$ cat src/rtl/sr04_ctrl.sv
// sr04_ctrl: HC-SR04 ultrasonic range-finder controller.
// A one-cycle start pulse launches one measurement: a TRIG_US-wide trig
// pulse, a timed wait for echo, then the echo high time is measured and
// converted to whole centimetres (floor(echo_us / US_PER_CM)).
//
// Ports:
//   clk         in   system clock, rising edge
//   rst         in   asynchronous active-high reset
//   start       in   one-cycle launch pulse (ignored unless idle)
//   echo        in   sensor echo, asynchronous to clk
//   trig        out  sensor trigger pulse (registered)
//   distance    out  last valid distance in cm, held between measurements
//   dist_valid  out  one-cycle strobe when distance updates
//   busy        out  high whenever a measurement is in progress
//   timeout_err out  sticky error, cleared by the next valid measurement
module sr04_ctrl #(
    parameter int CLK_FREQ_HZ = 100_000_000,
    parameter int TRIG_US     = 10,
    parameter int US_PER_CM   = 58,
    parameter int WAIT_TO_US  = 30_000,
    parameter int MAX_CM      = 400
) (
    input  logic       clk,
    input  logic       rst,
    input  logic       start,
    input  logic       echo,
    output logic       trig,
    output logic [8:0] distance,
    output logic       dist_valid,
    output logic       busy,
    output logic       timeout_err
);
    localparam int CLKS_PER_US = CLK_FREQ_HZ / 1_000_000;
    localparam int PW          = $clog2(CLKS_PER_US);
    localparam int UMAX        = (WAIT_TO_US > TRIG_US) ? WAIT_TO_US : TRIG_US;
    localparam int UW          = $clog2(UMAX + 1);
    localparam int SW          = $clog2(US_PER_CM + 1);

    localparam logic [PW-1:0] PRESC_LAST = PW'(CLKS_PER_US - 1);
    localparam logic [UW-1:0] TRIG_LAST  = UW'(TRIG_US - 1);
    localparam logic [UW-1:0] WAIT_LAST  = UW'(WAIT_TO_US - 1);
    localparam logic [SW-1:0] SUB_LAST   = SW'(US_PER_CM - 1);
    localparam logic [8:0]    MAX_CM_V   = 9'(MAX_CM);

    typedef enum logic [2:0] {S_IDLE, S_TRIG, S_WAIT, S_MEAS, S_DONE} state_t;

    state_t        state_q, state_d;
    logic          echo_m_q, echo_s_q;
    logic [PW-1:0] presc_q, presc_d;
    logic [UW-1:0] us_cnt_q, us_cnt_d;
    logic [SW-1:0] sub_q, sub_d;
    logic [8:0]    cm_cnt_q, cm_cnt_d;
    logic          trig_q, trig_d;
    logic          busy_q, busy_d;
    logic          dv_q, dv_d;
    logic          to_q, to_d;
    logic [8:0]    dist_q, dist_d;
    logic          us_tick, cm_wrap, state_chg;

    assign us_tick = (presc_q == PRESC_LAST);
    assign cm_wrap = us_tick && (sub_q == SUB_LAST);

    // State register plus all datapath flops.
    always_ff @(posedge clk or posedge rst) begin
        if (rst) begin
            state_q  <= S_IDLE;
            echo_m_q <= 1'b0;
            echo_s_q <= 1'b0;
            presc_q  <= '0;
            us_cnt_q <= '0;
            sub_q    <= '0;
            cm_cnt_q <= '0;
            trig_q   <= 1'b0;
            busy_q   <= 1'b0;
            dv_q     <= 1'b0;
            to_q     <= 1'b0;
            dist_q   <= '0;
        end else begin
            state_q  <= state_d;
            echo_m_q <= echo;
            echo_s_q <= echo_m_q;
            presc_q  <= presc_d;
            us_cnt_q <= us_cnt_d;
            sub_q    <= sub_d;
            cm_cnt_q <= cm_cnt_d;
            trig_q   <= trig_d;
            busy_q   <= busy_d;
            dv_q     <= dv_d;
            to_q     <= to_d;
            dist_q   <= dist_d;
        end
    end

    // Next-state logic. start is only honoured once the registered busy
    // has also dropped, so a start coinciding with dist_valid is ignored.
    always_comb begin
        state_d = state_q;
        case (state_q)
            S_IDLE: if (start && !busy_q) state_d = S_TRIG;
            S_TRIG: if (us_tick && us_cnt_q == TRIG_LAST) state_d = S_WAIT;
            S_WAIT: begin
                if (echo_s_q)                                  state_d = S_MEAS;
                else if (us_tick && us_cnt_q == WAIT_LAST)     state_d = S_IDLE;
            end
            S_MEAS: begin
                // Echo fall wins over overflow on the same cycle; DONE clamps.
                if (!echo_s_q)                                 state_d = S_DONE;
                else if (cm_wrap && cm_cnt_q == MAX_CM_V)      state_d = S_IDLE;
            end
            S_DONE:  state_d = S_IDLE;
            default: state_d = S_IDLE;
        endcase
    end

    // Timebase: prescaler and us counter restart on every state change so
    // each state's timing begins on an exact microsecond boundary.
    always_comb begin
        state_chg = (state_d != state_q);
        presc_d   = (state_chg || us_tick) ? '0 : presc_q + 1'b1;
        us_cnt_d  = us_cnt_q;
        if (state_chg)
            us_cnt_d = '0;
        else if (us_tick && (state_q == S_TRIG || state_q == S_WAIT))
            us_cnt_d = us_cnt_q + 1'b1;

        sub_d    = sub_q;
        cm_cnt_d = cm_cnt_q;
        if (state_q != S_MEAS && state_d == S_MEAS) begin
            sub_d    = '0;
            cm_cnt_d = '0;
        end else if (state_q == S_MEAS && us_tick) begin
            sub_d = cm_wrap ? '0 : sub_q + 1'b1;
            if (cm_wrap) cm_cnt_d = cm_cnt_q + 9'd1;
        end
    end

    // Registered output decode.
    always_comb begin
        trig_d = (state_q == S_TRIG);
        busy_d = (state_q != S_IDLE);
        dv_d   = (state_q == S_DONE);
        dist_d = dist_q;
        to_d   = to_q;
        if (state_q == S_DONE) begin
            dist_d = (cm_cnt_q > MAX_CM_V) ? MAX_CM_V : cm_cnt_q;
            to_d   = 1'b0;
        end else if ((state_q == S_WAIT || state_q == S_MEAS) && state_d == S_IDLE) begin
            to_d   = 1'b1;
        end
    end

    assign trig        = trig_q;
    assign busy        = busy_q;
    assign dist_valid  = dv_q;
    assign timeout_err = to_q;
    assign distance    = dist_q;
endmodule

$ cat config.mk
export PLATFORM = sky130hd
export DESIGN_NAME = sr04_ctrl
export DESIGN_NICKNAME = d
export VERILOG_FILES = /design/src/rtl/sr04_ctrl.sv
export SDC_FILE = /design/constraint.sdc
export NUM_CORES = 1
export LEC_CHECK = 0
export BUFFER_PORTS_ARGS = -buffer_cell sky130_fd_sc_hd__buf_2
export CAP_MARGIN = 25
export CORE_ASPECT_RATIO = 0.6
export CORE_MARGIN = 4
export CORE_UTILIZATION = 53
export CTS_BUF_LIST = sky130_fd_sc_hd__clkbuf_4
export DETAILED_ROUTE_END_ITERATION = 7
export PLACE_DENSITY = 0.71
export SLEW_MARGIN = 20
export SYNTH_ARGS = -nofsm -noshare
export SYNTH_HDL_FRONTEND = slang
export SYNTH_SLANG_ARGS = --single-unit
export TNS_END_PERCENT = 100
$ cat constraint.sdc
create_clock -name clk -period 3.7 [get_ports clk]
set_input_delay 0.185 -clock clk [delete_from_list [all_inputs] [get_ports clk]]
set_output_delay 0.185 -clock clk [all_outputs]
set_load 0.05 [all_outputs]
Yosys cells after proc, flatten, opt, wreduce, memory -nomap -nowiden
Cells that the tools add are included.

$add $sub $neg: 4. Magnitude comparators: 1. Eq/ne operators: 12. Muxes and demuxes: 19. Reductions and logical operators: 21.

Operator list (count): 9-bit 2-to-1 mux (4); 15-bit 2-to-1 mux (2); 3-bit 2-to-1 mux (6); 6-bit 2-to-1 mux (3); 15-bit by 1-bit adder with 15-bit output, second input constant (1); 15-bit equality test, second input constant (1); 15-bit by 4-bit equality test with 1-bit output, second input constant (1); 3-bit one-hot mux with 4 select lines (1); 9-bit by 1-bit adder with 9-bit output, second input constant (1); 3-bit by 2-bit equality test with 1-bit output, second input constant (3); 9-bit equality test, second input constant (1); 9-bit > comparator, second input constant (1); 1-bit logical AND (9); 2-bit nonzero test (4); 7-bit by 1-bit adder with 7-bit output, second input constant (1); 7-bit equality test, second input constant (1); 7-bit 2-to-1 mux (1); 6-bit by 1-bit adder with 6-bit output, second input constant (1); 6-bit equality test, second input constant (1); 3-bit zero test (2); 3-bit by 1-bit equality test with 1-bit output, second input constant (1); 3-bit equality test, second input constant (1); 1-bit logical OR (3); 3-bit by 2-bit != test with 1-bit output, second input constant (1); other kinds (5) (6).

Register bits after elaboration: 55. Output and inout bits: 13. Word-level logic and storage cells: 69.

Longest topological paths before layout
Depth in word-level cells: 10. Depth in mapped cells: 9.

Least setup slack after synthesis
OpenSTA, ideal clock, no wires.

Path type: flip-flop to flip-flop. Start: register presc_q[2]. End: register presc_q[2]. Data arrival time: 2227 ps. Data required time: 3606 ps. Setup slack: 1379 ps. Cell stages (with the launch flop): 7. Period minus slack after synthesis: 2321 ps. Cells stage by stage: dfrtp_1 or4b_4 nor4_4 a31oi_2 or3b_4 buf_6 a211oi_1.

Longest elaborated chain between the ends: 9.

Ends and longest elaborated chain: from (decl) (line 49) `logic [PW-1:0] presc_q, presc_d;`; from (signal assigned) (line 82) `presc_q <= presc_d;`; 7-bit equality test (line 60) `assign us_tick = (presc_q == PRESC_LAST);`; 1-bit logical AND (line 61) `assign cm_wrap = us_tick && (sub_q == SUB_LAST);`; 1-bit logical AND (line 108) `else if (cm_wrap && cm_cnt_q == MAX_CM_V) state_d = S_IDLE;`; 3-bit 2-to-1 mux (line 108); 3-bit 2-to-1 mux (line 107) `if (!echo_s_q) state_d = S_DONE;`; 3-bit one-hot mux with 4 select lines (line 98) `case (state_q)`; 3-bit != test (line 118) `state_chg = (state_d != state_q);`; 1-bit logical OR (line 119) `presc_d = (state_chg || us_tick) ? '0 : presc_q + 1'b1;`; 7-bit 2-to-1 mux (*) (line 119); net presc_d[2] (line 49).

Mark *: on every way through the listed nets, which the timed path passes. The rest lies on a longest branch. A chain may end at the register's enable or synchronous reset.

Worst setup path after layout
Start: register cm_cnt_q[0]. End: register presc_q[5].

Longest elaborated chain between the ends: 8.

Ends and longest elaborated chain: from (decl) (line 52) `logic [8:0] cm_cnt_q, cm_cnt_d;`; from (signal assigned) (line 85) `cm_cnt_q <= cm_cnt_d;`; 9-bit equality test (line 108); 1-bit logical AND (line 108); 3-bit 2-to-1 mux (line 108); 3-bit 2-to-1 mux (line 107); 3-bit one-hot mux with 4 select lines (line 98); 3-bit != test (line 118); 1-bit logical OR (line 119); 7-bit 2-to-1 mux (line 119); net presc_d[5] (line 49).

The timed path passes the listed nets, and every way through them passes these cells.

==> impl_results.md <==
* Hold Fails Final Rpt at 0
* Post-synth EDFFs at 0
* Cell variety after synth at 43
* Yosys Warn Count at 0
* Per-cell routed wire length at 15.0 um
* Power Density at ~380 nW/um2
* Fin cells at 378
* Post-synth top area cell: dfrtp_1
* Clock sinks at 55
* Detailed Route WL at between 5000 and 6000 um
* Synth top area share at 0.486
* Synth Area in Compound Gates at 0.107
* Area delta synth->final at 7.68%
* Antenna cells at 0
* Clk_skew at 0.0204 ns
* Largest family of logic cells by synthesized area: simple AND/OR/NAND/NOR gates
* Slew HR at 0.477
* Cells after synthesis at just under 300
* Seq/Total Area, Yosys at 0.486
* DR WL met2 at ~2100 um
* Synth Register Bits at 55
* TNS Setup at 0 ns
* Core area at between 5000 and 6000 um2
* Critical Path Fanout Max at 22
* Max_cap viols at 0
* Final setup violation count at 0
* Most common cell in the netlist: dfrtp_1
* Synth Flop Type: dfrtp_1
* WL met3 at 329 um
* Internal power at 0.829 mW
* Setup crit start kind: flip-flop
* Bufs on Longest Clock Path at 2
* # IOs at 17
* Resize count post-CTS at 0
* Final-report max-slew violation count at 0
* CP required at 3.99 ns
* Final WS setup at roughly 0.90 ns
* Combinational share of power at 0.130
* Worst-Skew Late Latency at 0.39 ns
* Clock transition at path regs at 0.17 ns
* GR Overflow Total at 0
* First-pass GRT wire length at between 10000 and 15000 um
* XOR/XNOR Fraction of Synth Area at 0.0927
* Crit. End Element: flip-flop
* Post-synthesis simple-gate area fraction at 0.244
* DP Worst Slack at 0.944 ns
* Routed vias at ~2200
* Adder-cell area share of the yosys netlist at 0.0309
* Average cell area after synthesis at around 9.5 um2
* Layout cells sized above 1 at 0.106
* Placed insts at approximately 370
* Reg power frac at 0.576
* Syn Nets at approximately 310
* Post-DRT Antenna Nets at 0
* Vias in the first global route at around 2000
* Post-DR vias/cell at ~5.7
* Detail Placement HPWL at 3980 um
* Starting density of the core at 0.555
* Worst-Margin Slew at 0.778 ns
* PortBufs at 16
* Drt pass-1 iters at 4
* Status: finished clean
* Die width at between 100 and 150 um
* Highest metal used: met4
* Type of the tightest min-delay check: input pin to flip-flop
* Crit Path Category: flip-flop to flip-flop
* Antenna violations before repair at 0
* Async set-reset flop share out of synthesis at 1.00
* Nets at between 300 and 400
* Synth top area cells: dfrtp_1 (49%), xnor2_1 (8.0%), a21oi_1 (4.6%)
* Hold-fix buffers at CTS at 2
* Final total power at about 1.2 mW
* Leak Pwr at 1.27 nW
* Fmax at 357 MHz
* Final core area utilization at 0.598
* P_sw at about 0.33 mW
* Metal1 wirelength at between 3000 and 4000 um
* Switching fraction of total power at 0.288
* Clock network fraction of design power at 0.294
* Row cnt at 20
* TritonCTS Buffers at 5
* Largest net degree at the start of global routing at 56
* Die area at 6620 um2
* Tot GR Track Use at 0.194
* Mux contribution to synthesized area at 0
* Post-CTS setup buffer count at 0
* Min Tclk post-route at 2.80 ns
* Most frequent cells after synthesis: dfrtp_1 (55), nand2_1 (29), nor2_1 (28)
* Mapped Area at around 2800 um2
* Initial DRC count at 167
* Peak VDD IR at between 0.00015 and 0.0002 V
* CTS root buf: clkbuf_4
* Die Ht at between 60 and 70 um
* CTS tree: done
* H-tree depth at 2
* Data arrival, critical path at ~3.1 ns
* Fin crit share at 0.757
* RSZ-0062 raised after global routing: no
* Placer Congestion at around 0.8
* DRC viols at 0
final timing paths:
kind	cells after the start	endpoint	slack, ns	startpoint
setup reg to reg	7	presc_q[5]$_DFF_PP0_	0.90	cm_cnt_q[0]$_DFFE_PP0P_
setup / recovery	7	presc_q[5]$_DFF_PP0_	0.90	cm_cnt_q[0]$_DFFE_PP0P_
max in group asynchronous	4	presc_q[1]$_DFF_PP0_	2.73	rst
hold / removal	3	state_q[0]$_DFF_PP0_	0.30	start
min in group asynchronous	4	distance[5]$_DFFE_PP0P_	0.51	rst
hold reg to reg	0	echo_s_q$_DFF_PP0_	0.37	echo_m_q$_DFF_PP0_
power by group through the flow:
stage                     logic (mW)  registers [mW]  clock network (mW)
final                          0.151           0.669               0.342
after global routing           0.173           0.674               0.378
after CTS                      0.153           0.668               0.352
after detailed placement       0.151           0.679                   0
after global placement         0.148           0.678                   0
after floorplan                0.110           0.682                   0
critical path, cell delays in order (launching register included):
cell	delay, ns
dfrtp_1	0.50
inv_1	0.09
ha_1	0.14
or4bb_1	0.44
nor4_1	0.45
a31oi_2	0.23
or3b_4	0.59
a211oi_1	0.26
cell usage in the layout, fill, tap and decap left out, types with 2 or more instances in the layout:
cell,n
a211oi_1,5
a21oi_1,26
a22o_1,4
a31oi_1,2
and2_1,4
buf_2,16
buf_4,2
clkbuf_4,5
dfrtp_1,55
dlygate4sd3_1,2
ha_1,7
inv_1,12
nand2_1,29
nand2b_1,2
nand3_1,12
nand4_1,8
nor2_1,28
nor2b_1,2
nor3_1,8
nor4_1,15
o21ai_0,9
or3_1,5
xnor2_1,26
xor2_1,4
final cells by class:
cell class	instances	area [um2]
Timing Repair Buffer	20	115
Fill cell	436	2050
Inverter	13	48.8
Sequential cell	55	1380
Tap cell	66	82.6
Clock buffer	5	37.5
Multi-Input combinational cell	216	1350
Clock inverter	3	46.3
registers in the layout, indices dropped and copies added, names as in the netlist:
| register | cells |
|---|---|
| us_cnt_q | 15 |
| sub_q | 6 |
| echo_m_q | 1 |
| distance | 9 |
| state_q | 3 |
| echo_s_q | 1 |
| trig | 1 |
| cm_cnt_q | 9 |
| dist_valid | 1 |
| presc_q | 7 |
| timeout_err | 1 |
| busy | 1 |
metal layers:
metal | GRT usage | up-vias
met2 | 0.239 | 55
li1 | - | 1071
met3 | 0.0376 | 6
met5 | 0 | -
met4 | 0.0409 | 0
met1 | 0.335 | 1029
through the flow:
stage                     cell area [um2]  hold WS, ns
after floorplan                      2830        0.216
after global placement               2950        0.294
after detailed placement             2950        0.295
after CTS                            3050        0.284
after global routing                 3050        0.313
final                                3050        0.298
cells by family after synthesis:
group	count (synthesis)
xor gates and xnor gates	30
AOI/OAI and AO/OA	51
DFF	55
adders and majority gates	7
and+or+nand+nor	128
buffers and inverters	27
Note: power is estimated with default switching activity, not from simulation.
